### src/rtl/apu_link_pkg.sv
// -----------------------------------------------------------------------------
// apu_link_pkg
// Constants, state type and frame helpers for the APU register serial link.
// The encoder and the decoder in the sound block both import this package.
// Frame layout on the wire, LSB first: START, data[3:0], addr[3:0], STOP.
// -----------------------------------------------------------------------------
package apu_link_pkg;

    localparam int   FRAME_WIDTH = 10;
    localparam logic START       = 1'b0;
    localparam logic STOP        = 1'b1;
    localparam int   NUM_REGS    = 8;

    typedef enum logic [2:0] {
        ST_SYNC,
        ST_IDLE,
        ST_WAIT,
        ST_LO,
        ST_HI,
        ST_GAP
    } apu_state_t;

    // Payload {addr_nibble, data_nibble}; addr_nibble = {k, hi_select}.
    function automatic logic [7:0] apu_payload(input logic [2:0] k,
                                               input logic       hi_select,
                                               input logic [7:0] value);
        apu_payload = {k, hi_select, (hi_select ? value[7:4] : value[3:0])};
    endfunction

    // Complete frame; bit 0 goes on the wire first.
    function automatic logic [FRAME_WIDTH-1:0] apu_frame(input logic [2:0] k,
                                                         input logic       hi_select,
                                                         input logic [7:0] value);
        apu_frame = {STOP, apu_payload(k, hi_select, value), START};
    endfunction

endpackage

### src/rtl/apu_sck_gen.sv
// -----------------------------------------------------------------------------
// apu_sck_gen
// Free-running serial clock for the APU register link.
//   i_clk        system clock
//   i_rst        asynchronous active-high reset
//   o_sck        serial clock, period 2*DIV clk, low out of reset
//   o_fall_tick  high in the clk cycle whose rising edge takes o_sck 1->0
// -----------------------------------------------------------------------------
module apu_sck_gen #(
    parameter int DIV = 4
) (
    input  logic i_clk,
    input  logic i_rst,
    output logic o_sck,
    output logic o_fall_tick
);

    localparam int CW = (DIV > 1) ? $clog2(DIV) : 1;

    logic [CW-1:0] r_div;
    logic          r_sck;
    logic          w_wrap;

    assign w_wrap = (r_div == CW'(DIV - 1));

    always_ff @(posedge i_clk or posedge i_rst) begin
        if (i_rst) begin
            r_div <= '0;
            r_sck <= 1'b0;
        end else if (w_wrap) begin
            r_div <= '0;
            r_sck <= ~r_sck;
        end else begin
            r_div <= r_div + 1'b1;
        end
    end

    assign o_sck       = r_sck;
    assign o_fall_tick = w_wrap & r_sck;

endmodule

### src/rtl/apu_reg_encoder.sv
// -----------------------------------------------------------------------------
// apu_reg_encoder
// Serial transmitter for the APU register link. Each accepted 8-bit register
// write is sent as two back-to-back 10-bit frames: low nibble to address 2k,
// then high nibble to address 2k+1 (the receiver commits on the odd address).
//   clk       system clock
//   rst       asynchronous active-high reset
//   wr_valid  write request present
//   wr_ready  request accepted on this clk edge when wr_valid is high
//   wr_addr   target register index k (0..7)
//   wr_data   register value
//   sck       serial clock, free-running; receiver samples sdo on rising sck
//   sdo       serial data, updated only on falling sck
//   busy      high during SYNC and from accept to the end of the gap
// -----------------------------------------------------------------------------
module apu_reg_encoder
    import apu_link_pkg::*;
#(
    parameter int DIV       = 4,
    parameter int SYNC_BITS = 12,
    parameter int GAP_BITS  = 1
) (
    input  logic       clk,
    input  logic       rst,
    input  logic       wr_valid,
    output logic       wr_ready,
    input  logic [2:0] wr_addr,
    input  logic [7:0] wr_data,
    output logic       sck,
    output logic       sdo,
    output logic       busy
);

    localparam int IDLE_MAX = (SYNC_BITS > GAP_BITS) ? SYNC_BITS : GAP_BITS;
    localparam int ICW      = $clog2(IDLE_MAX + 1);

    apu_state_t             r_state,    w_state_n;
    logic                   r_sdo,      w_sdo_n;
    logic [3:0]             r_bit_cnt,  w_bit_cnt_n;
    logic [ICW-1:0]         r_idle_cnt, w_idle_cnt_n;
    logic [FRAME_WIDTH-2:0] r_shift,    w_shift_n;
    logic [2:0]             r_addr,     w_addr_n;
    logic [7:0]             r_data,     w_data_n;

    logic                   w_fall;
    logic                   w_last_bit;
    logic [FRAME_WIDTH-1:0] w_frame_lo;
    logic [FRAME_WIDTH-1:0] w_frame_hi;

    apu_sck_gen #(
        .DIV (DIV)
    ) u_sck_gen (
        .i_clk       (clk),
        .i_rst       (rst),
        .o_sck       (sck),
        .o_fall_tick (w_fall)
    );

    assign w_frame_lo = apu_frame(r_addr, 1'b0, r_data);
    assign w_frame_hi = apu_frame(r_addr, 1'b1, r_data);
    assign w_last_bit = (r_bit_cnt == 4'(FRAME_WIDTH - 1));

    always_ff @(posedge clk or posedge rst) begin
        if (rst) begin
            r_state    <= ST_SYNC;
            r_sdo      <= STOP;
            r_bit_cnt  <= '0;
            r_idle_cnt <= '0;
            r_shift    <= '0;
            r_addr     <= '0;
            r_data     <= '0;
        end else begin
            r_state    <= w_state_n;
            r_sdo      <= w_sdo_n;
            r_bit_cnt  <= w_bit_cnt_n;
            r_idle_cnt <= w_idle_cnt_n;
            r_shift    <= w_shift_n;
            r_addr     <= w_addr_n;
            r_data     <= w_data_n;
        end
    end

    always_comb begin
        w_state_n    = r_state;
        w_sdo_n      = r_sdo;
        w_bit_cnt_n  = r_bit_cnt;
        w_idle_cnt_n = r_idle_cnt;
        w_shift_n    = r_shift;
        w_addr_n     = r_addr;
        w_data_n     = r_data;

        unique case (r_state)
            ST_SYNC: begin
                w_sdo_n = STOP;
                if (w_fall) begin
                    if (int'(r_idle_cnt) == SYNC_BITS - 1) begin
                        w_state_n    = ST_IDLE;
                        w_idle_cnt_n = '0;
                    end else begin
                        w_idle_cnt_n = r_idle_cnt + 1'b1;
                    end
                end
            end

            ST_IDLE: begin
                w_sdo_n = STOP;
                // Holding registers load only here, so they are frozen while busy.
                if (wr_valid) begin
                    w_addr_n  = wr_addr;
                    w_data_n  = wr_data;
                    w_state_n = ST_WAIT;
                end
            end

            ST_WAIT: begin
                if (w_fall) begin
                    w_sdo_n     = w_frame_lo[0];
                    w_shift_n   = w_frame_lo[FRAME_WIDTH-1:1];
                    w_bit_cnt_n = '0;
                    w_state_n   = ST_LO;
                end
            end

            ST_LO: begin
                if (w_fall) begin
                    if (w_last_bit) begin
                        // Stop bit has been held a full period: chain straight into HI.
                        w_sdo_n     = w_frame_hi[0];
                        w_shift_n   = w_frame_hi[FRAME_WIDTH-1:1];
                        w_bit_cnt_n = '0;
                        w_state_n   = ST_HI;
                    end else begin
                        w_sdo_n     = r_shift[0];
                        w_shift_n   = {STOP, r_shift[FRAME_WIDTH-2:1]};
                        w_bit_cnt_n = r_bit_cnt + 1'b1;
                    end
                end
            end

            ST_HI: begin
                if (w_fall) begin
                    if (w_last_bit) begin
                        w_sdo_n      = STOP;
                        w_bit_cnt_n  = '0;
                        w_idle_cnt_n = '0;
                        w_state_n    = (GAP_BITS == 0) ? ST_IDLE : ST_GAP;
                    end else begin
                        w_sdo_n     = r_shift[0];
                        w_shift_n   = {STOP, r_shift[FRAME_WIDTH-2:1]};
                        w_bit_cnt_n = r_bit_cnt + 1'b1;
                    end
                end
            end

            ST_GAP: begin
                w_sdo_n = STOP;
                if (w_fall) begin
                    if (int'(r_idle_cnt) == GAP_BITS - 1) begin
                        w_state_n    = ST_IDLE;
                        w_idle_cnt_n = '0;
                    end else begin
                        w_idle_cnt_n = r_idle_cnt + 1'b1;
                    end
                end
            end

            default: begin
                w_sdo_n   = STOP;
                w_state_n = ST_SYNC;
            end
        endcase
    end

    assign wr_ready = (r_state == ST_IDLE);
    assign busy     = (r_state != ST_IDLE);
    assign sdo      = r_sdo;

endmodule

### config.mk
export PLATFORM = sky130hd
export DESIGN_NAME = apu_reg_encoder
export DESIGN_NICKNAME = d
export VERILOG_FILES = /design/src/rtl/apu_link_pkg.sv /design/src/rtl/apu_sck_gen.sv /design/src/rtl/apu_reg_encoder.sv
export SDC_FILE = /design/constraint.sdc
export NUM_CORES = 1
export LEC_CHECK = 0
export ABC_AREA = 1
export CORE_UTILIZATION = 49
export DETAILED_ROUTE_END_ITERATION = 10
export HOLD_SLACK_MARGIN = 0.08
export PLACE_DENSITY_LB_ADDON = 0.05
export SYNTH_ARGS = -nofsm -noshare
export SYNTH_HDL_FRONTEND = slang
export SYNTH_HIERARCHICAL = 1
export SYNTH_SLANG_ARGS = --single-unit
### constraint.sdc
create_clock -name clk -period 2.15 [get_ports clk]
set_input_delay 0.215 -clock clk [delete_from_list [all_inputs] [get_ports clk]]
set_output_delay 0.215 -clock clk [all_outputs]
set_load 0.05 [all_outputs]
==> impl_metrics.csv <==
group,metric,value,unit
floorplanning,io_pins,18,
worst_setup_path,startpoint_type,"register",
worst_setup_path,critPathMaxStageDelay,480,ps
cts,cts_tree,"built",
floorplanning,fp.dieW,64.5,µm
timing,finalClockSkew,3.58,ps
routing,viasPerCell,4.88,
timing,worst_pin_slew,486,ps
cts,cts_sinks,35,
yosys,synth_cells,260,
routing,dr.pass1.iters,4,
worst_setup_path,crit_path_max_fanout,10,
worst_setup_path,worstPathCellList,"inv_1 > nand2_1 > nor2_2 > buf_4 > buf_12",
cells_and_area,final_common_cell,"nand2_1",
global_routing,grt_pass1_wl,6.84,mm
floorplanning,core_area,3720,µm²
cts,postCtsSetupBuffers,0,
cells_and_area,area_growth_syn_to_layout,15.9,%
timing,clock.fmax,0.542,GHz
global_routing,first_global_vias,1545,
yosys,synth_cell_types,25,
yosys,ys_ff_latch,35,
timing,slew_violations,0,
worst_setup_path,reg2reg_from,"r_bit_cnt[1]",
timing,rsz0062_at_grt,"no",
routing,drt.antenna.violating_nets,0,
cells_and_area,drive_gt1_share,7.80,%
cells_and_area,instances_no_fill,330,
cts,clkLatencyLatePin,280,ps
worst_setup_path,cp-end-kind,"output port",
placement,dp.cells,322,
cts,max-clock-path-buffers,2,
yosys,synth.yosys.seq_area_share,45.8,%
worst_setup_path,cpMaxStageDelayCell,"dfrtp_1",
worst_setup_path,cp.arrival,1630,ps
placement,numPortBuffers,17,
cells_and_area,final_cell_area,2220,µm²
power,leakagePower,1.19,nW
cts,cts_htree_levels,2,
power,power_density,513,nW/µm²
global_routing,grt_max_degree,33,
placement,place_hpwl,2.79,mm
cells_and_area,n_antenna_cell,0,
cells_and_area,layout_common_cells,"nand2_1, dfrtp_1, nand3_1, inv_1, clkdlybuf4s50_1",
cts,cts_buffers,5,
cells_and_area,fin_util,59.8,%
routing,drtIter0Drc,128,
placement,globalplace.congestion,0.903,
floorplanning,fp.dieH,64.5,µm
worst_setup_path,path_class,"reg -> out",
timing,setup_viol,0,
yosys,yosysWarnings,6,
floorplanning,start_util,51.6,%
placement,placement.cell_area,2140,µm²
routing,post-route-drc-count,0,
cts,cts-hold-fix-buffers,0,
floorplanning,dieArea,4170,µm²
timing,tns,0,ps
timing,slew_headroom,67.5,%
cts,clk_pin_slew,60,ps
power,total_power,1.14,mW
floorplanning,rows,22,
worst_setup_path,required,1930,ps
power,peakVddDrop,0.397,mV
global_routing,grt_overflow,0,
timing,layout_min_cycle_time,1840,ps
cts,cts_resized,0,
cts,ctsRootBufferMaster,"clkbuf_8",
yosys,syn_area_per_cell,7.37,µm²
yosys,synth_area,1920,µm²
cells_and_area,fin_nets,300,
routing,vias,1609,
placement,dp_slack,447,ps
yosys,syn_nets,279,
timing,setup_slack,305,ps
timing,final-hold-violation-count,0,
flow_run,drv_cap,0,
global_routing,grt_usage,21.8,%
routing,wl,3.67,mm
timing,holdWs,123,ps
global_routing,antenna_found_initial,0,
routing,wl_per_cell,11.1,µm
run_status,status,"finished, final reports clean",
worst_setup_path,startpoint,"r_state[2]",
cells_and_area,nFillCells,360,
timing,period_share,85.8,%
worst_hold_path,min_path_type,"in -> async",
per-layer routing:
metal / vias up / GRT usage (%) / wire length, µm
met1: 710 / 28.4 / 1770
met4: 0 / 6.67 / 53
li1: 863 / - / -
met5: - / 0 / 0
met2: 31 / 35.0 / 1670
met3: 5 / 6.34 / 175
cells in the mapped netlist:
master	instances	share of area [%]
a21oi_1	3	0.78
dfrtp_1	34	44
o21ai_0	11	2.9
nand3_2	1	0.52
nand2_2	3	0.98
o21ai_4	1	0.85
nor2_2	4	1.3
ha_1	5	3.3
nand3_1	30	7.8
inv_4	1	0.33
buf_6	1	0.59
buf_2	3	0.78
or2_1	1	0.33
clkbuf_1	1	0.20
mux2i_1	1	0.52
o22ai_1	1	0.33
a22oi_1	1	0.39
nor2_4	1	0.59
nand2_1	115	23
nor2_1	11	2.2
nor3_1	1	0.26
inv_1	23	4.5
dfstp_2	1	1.4
xor2_1	3	1.4
nand4_1	3	0.98
final timing paths:
path / endpoint / depth (start not counted) / slack, ps
setup / recovery: wr_ready / 5 / 310
max in group asynchronous: sdo / 3 / 1490
setup reg to reg: r_shift[8] / 8 / 460
hold reg to reg: u_sck_gen/r_div[0] / 1 / 430
hold / removal: u_sck_gen/r_div[0] / 2 / 120
min in group clk: u_sck_gen/r_div[0] / 1 / 430
report_power, final:
group | switching, mW | internal (mW)
Combinational | 0.0181 | 0.0221
Clock | 0.215 | 0.227
Sequential | 0 | 0.659
Total | 0.233 | 0.908
final cells by class:
class	count	area, µm²	area share [%]
Clock buffer	7	76.3	3.44
Clock inverter	1	5.00	0.225
Inverter	24	92.6	4.17
Multi-Input combinational cell	196	917	41.3
Sequential cell	35	877	39.5
Tap cell	48	60.1	2.70
Timing Repair Buffer	19	193	8.68
kinds of logic (layout without fill, tap and decap cells):
logic type / count (synthesis) / after routing / share of synthesized area (%)
and+or+nand+nor: 170 / 170 / 37.5
DFF: 35 / 35 / 45.8
buffers and inverters: 29 / 51 / 6.40
AOI/OAI and AO/OA: 17 / 17 / 5.22
adders and majority gates: 5 / 5 / 3.26
xor gates and xnor gates: 3 / 3 / 1.37
muxes: 1 / 1 / 0.522
registers in the layout (all words and copies together) (netlist names):
name,count
r_addr,3
r_bit_cnt,4
r_data,8
r_idle_cnt,4
r_shift,9
r_state,3
sdo,1
u_sck_gen/o_sck,1
u_sck_gen/r_div,2
critical path: cells and delay by family (launching register included):
| kind | cells | cell delay, ps |
|---|---|---|
| DFF | 1 | 480 |
| buffers and inverters | 3 | 550 |
| and+or+nand+nor | 2 | 330 |
(Power assumes the default switching activity.)
==> variant 1 (same flow settings) <==
`r_shift` and `r_data` no longer have a reset.
--- a/src/rtl/apu_reg_encoder.sv
+++ b/src/rtl/apu_reg_encoder.sv
@@ -68,5 +68,3 @@
             r_idle_cnt <= '0;
-            r_shift    <= '0;
             r_addr     <= '0;
-            r_data     <= '0;
         end else begin
@@ -76,6 +74,9 @@
             r_idle_cnt <= w_idle_cnt_n;
-            r_shift    <= w_shift_n;
             r_addr     <= w_addr_n;
-            r_data     <= w_data_n;
         end
+    end
+
+    always_ff @(posedge clk) begin
+        r_shift <= w_shift_n;
+        r_data  <= w_data_n;
     end
Check against the original RTL: no difference found for any inputs over 10 cycles, from zero or initial values and one cycle with rst high; that may be too few to reach the edited logic, so the function may still have changed.
==> variant 1 against the unedited design <==
Core utilization is 0.24 points higher; routed wire length is 10% lower; setup slack worse by 0.074 ns; power is 7.9% lower; sequential share of layout area is 6.0 points higher; non-clock buffer count stayed put; design area is 7.7% lower; sequential cell count is 1 lower; synthesized area is 7.0% lower; critical path type unchanged; critical endpoint unchanged.
==> variant 1: results <==
group,metric,value,unit
status,outcome,"finished clean",
placed_design,dpl.hpwl,2530,um
logic_synthesis,synth_fp_nets,217,
layout,nets,240,
placed_design,place_inst,261,
power_and_ir_drop,pg_seq,678,uW
drt,route.met2.wl,1680,um
layout,multi_input_area_share,34.7,%
drt,met3_length,104,um
logic_synthesis,yosys-top-cells-count,"nand2_1 (56), inv_1 (23), nand3_1 (19)",
logic_synthesis,synth.distinct_cells,28,
worst_setup_path,cp_data_arrival_time,1.70,ns
worst_setup_path,cp_top_family,"flip-flops",
worst_setup_path,slowest_delay,0.61,ns
power_and_ir_drop,power.density,513,nW/um^2
layout,final.fill_count,323,
grt,grt_pass1_wl,5890,um
worst_setup_path,rrSetupSlack,0.48,ns
timing,fin_ws,0.231,ns
logic_synthesis,yosys-top-cells-area,"edfxtp_1 (27%), dfrtp_1 (24%), nand2_1 (12%), nand3_1 (5.3%), inv_1 (4.8%)",
logic_synthesis,ys_seq_area_share,52.3,%
worst_setup_path,r2r-start,"u_sck_gen/r_div[0]",
worst_setup_path,rr_endpoint,"r_shift[7]",
power_and_ir_drop,leakage,0.000887,uW
timing,max_slew_margin,58.5,%
layout,multi_input_gates,135,
grt,grt_use_total,19.9,%
cts,cts-root-buf,"clkbuf_4",
worst_setup_path,worstSetupStartpoint,"r_state[0]",
power_and_ir_drop,vdd_drop_max,0.000391,V
cts,clk_latency,0.34,ns
drt,drt-met1-wl,1470,um
layout,drive_above_1_share,13.4,%
layout,buffer_area_share,9.22,%
worst_setup_path,r2r_cells,6,
drt,drt_iter0_drc,107,
drt,finalWirelength,3310,um
logic_synthesis,yosysTopAreaCell,"edfxtp_1",
layout,final-clk-cell-share,2.63,%
placed_design,gp_congestion,0.855,
layout,biggestRegsByFlops,"r_data: 8 flops, r_shift: 8 flops",
drt,route.vias.total,1362,
layout,regArea,932,um^2
layout,seq_cells,34,
logic_synthesis,synth_edf_count,16,
variant 1: cell types whose count changed after synthesis, sizes merged, moves of 4 or more:
| cell | delta |
|---|---|
| dfrtp | -17 |
| edfxtp | +16 |
| inv | +4 |
| nand2 | -57 |
| nand3 | -8 |
| nor2 | +6 |
variant 1: metrics by stage:
step	cell area (um^2)	util, %	hold slack, ns
4_1_cts	2050	59.9	0.405
3_3_place_gp	1980	58.1	0.412
5_1_grt	2050	60.0	0.418
6_report	2050	60.0	0.407
2_1_floorplan	1780	-	-0.0314
3_5_place_dp	1980	58.1	0.426
variant 1: what timing repair did:
item,in CTS,in global routing
cloned,0,0
gates resized for setup,1,1
setup buffers,0,0
setup endpoints to repair,1,1
hold endpoints to repair,3,0
hold buffers,1,0
variant 1: routing by layer:
metal	global-route usage, %	vias to the layer above
li1	-	690
met1	24.2	640
met2	34.3	26
met3	5.51	6
met4	6.10	0
met5	0	-
variant 1: worst min-delay path by stage:
stage,from,slack [ns],endpoint
global placement,rst,0.41,u_sck_gen/o_sck
CTS,wr_addr[0],0.41,r_addr[0]
finish,wr_addr[0],0.41,r_addr[0]
detailed placement,rst,0.43,u_sck_gen/r_div[1]
floorplan,rst,-0.03,u_sck_gen/o_sck
global route,wr_data[6],0.42,r_data[6]
variant 1: cell families (layout without fill, tap and decap cells):
| kind of cell | after synthesis | after routing | synth area share [%] |
|---|---|---|---|
| xor+xnor | 1 | 1 | 0.491 |
| buf+inv | 31 | 55 | 7.79 |
| compound gates | 21 | 21 | 7.58 |
| fa+ha+maj | 3 | 3 | 2.11 |
| flops | 34 | 34 | 52.3 |
| simple gates | 110 | 110 | 29.8 |
==> variant 2 (same settings) <==
Without the edit above. `SYNC_BITS`: 12 -> 16.
--- a/src/rtl/apu_reg_encoder.sv
+++ b/src/rtl/apu_reg_encoder.sv
@@ -19,3 +19,3 @@
     parameter int DIV       = 4,
-    parameter int SYNC_BITS = 12,
+    parameter int SYNC_BITS = 16,
     parameter int GAP_BITS  = 1
Behaviour: no difference found for any inputs over 10 cycles, from zero or initial values and one cycle with rst high; that may be too few to reach the edited logic, so the function may still have changed.
==> variant 2 against the unedited design <==
Sequential cell count grew 1; routed wire length grew 7.2%; setup slack gained 0.0099 ns; global-route usage is essentially flat; sequential share of layout area shrank 0.56 points; design area grew 4.3%; power grew 3.9%; synthesized area grew 4.0%; synthesized cell count grew 1.2%; worst hold slack lost 0.010 ns.
==> variant 2: results <==
group,metric,value,unit
logic_synthesis,yosys-top-cells-area,"dfrtp_1 (44%), nand2_1 (19%), nand3_1 (7.5%), inv_1 (5.3%), ha_1 (4.4%)",
grt,gr-usage-met1,30.3,%
drt,route.met2.wl,1760,um
placed_design,place_ws,0.496,ns
cts,cts_inserted_buffers,5,
drt,met3_length,136,um
logic_synthesis,yosys-top-cells-count,"nand2_1 (101), dfrtp_1 (35), nand3_1 (30)",
placed_design,gp_congestion,0.815,
worst_setup_path,path_max_fanout,2,
logic_synthesis,synth.distinct_cells,27,
grt,grt_util_met2,33.8,%
logic_synthesis,synth_fp_nets,284,
grt,grt_pass1_wl,7130,um
drt,routed.top_layer,"met4",
logic_synthesis,synth_xor_area_share,1.32,%
worst_setup_path,cp_data_arrival_time,1.62,ns
layout,biggestRegsByFlops,"r_shift: 9 flops, r_data: 8 flops, r_idle_cnt: 5 flops",
cts,cts.path.max_buffers,2,
drt,drt_iter0_drc,104,
cts,cts-root-buf,"clkbuf_8",
layout,nets,306,
timing,worst_pin_slew,0.581,ns
logic_synthesis,ys_seq_area_share,45.2,%
placed_design,port_buffers,17,
logic_synthesis,synth_compound_area_share,5.90,%
placed_design,place_inst,326,
logic_synthesis,synthMuxAreaShare,0.502,%
power_and_ir_drop,pwr-share-seq,57.1,%
cts,post_cts_buffers,0,
layout,stdcell_count,334,
logic_synthesis,synthCells,263,
timing,clock_skew,0.0107,ns
grt,grt_use_met3,4.66,%
drt,post_drt_wl_per_cell,11.8,um
cts,clk_latency,0.29,ns
drt,drt-met1-wl,1980,um
worst_setup_path,crit_slowest_cell,"clkdlybuf4s50_1",
logic_synthesis,ys.flop_type,"dfrtp_1",
placed_design,dpl-instance-area,2230,um^2
worst_setup_path,slowest_delay,0.79,ns
power_and_ir_drop,swShare,21.7,%
grt,grt_use_total,21.9,%
power_and_ir_drop,clkPwrFrac,39.1,%
layout,drive_above_1_share,9.44,%
power_and_ir_drop,vdd_drop_max,0.000327,V
grt,first_global_vias,1537,
logic_synthesis,synthAdderAreaFrac,4.39,%
placed_design,dpl.hpwl,2940,um
drt,route.vias.total,1676,
power_and_ir_drop,pg_seq,677,uW
status,outcome,"finished clean",
power_and_ir_drop,leakage,0.00119,uW
grt,grt_max_degree,22,
==> variant 2: cell count changes after synthesis, sizes merged, moves of 2 or more <==
cell | before | now
nand4 | 3 | 5
a21oi | 3 | 7
ha | 5 | 7
nand2 | 118 | 107
inv | 24 | 30
==> variant 2: path summary, 6_finish.rpt <==
kind	from	cells past startpoint	slack, ns	to
max in group asynchronous	rst	3	1.31	r_shift[7]
hold reg to reg	u_sck_gen/r_div[0]	1	0.43	u_sck_gen/r_div[0]
setup / recovery	sdo	1	0.32	sdo
setup reg to reg	r_state[1]	7	0.50	r_state[1]
hold / removal	rst	2	0.11	u_sck_gen/o_sck
min in group clk	u_sck_gen/r_div[0]	1	0.43	u_sck_gen/r_div[0]
==> variant 2: area by class of cell <==
type,instances,area (um^2)
Inverter,30,113
Timing Repair Buffer,19,205
Fill cell,357,1450
Clock inverter,2,12.5
Clock buffer,6,72.6
Tap cell,48,60.1
Sequential cell,36,902
Multi-Input combinational cell,193,952
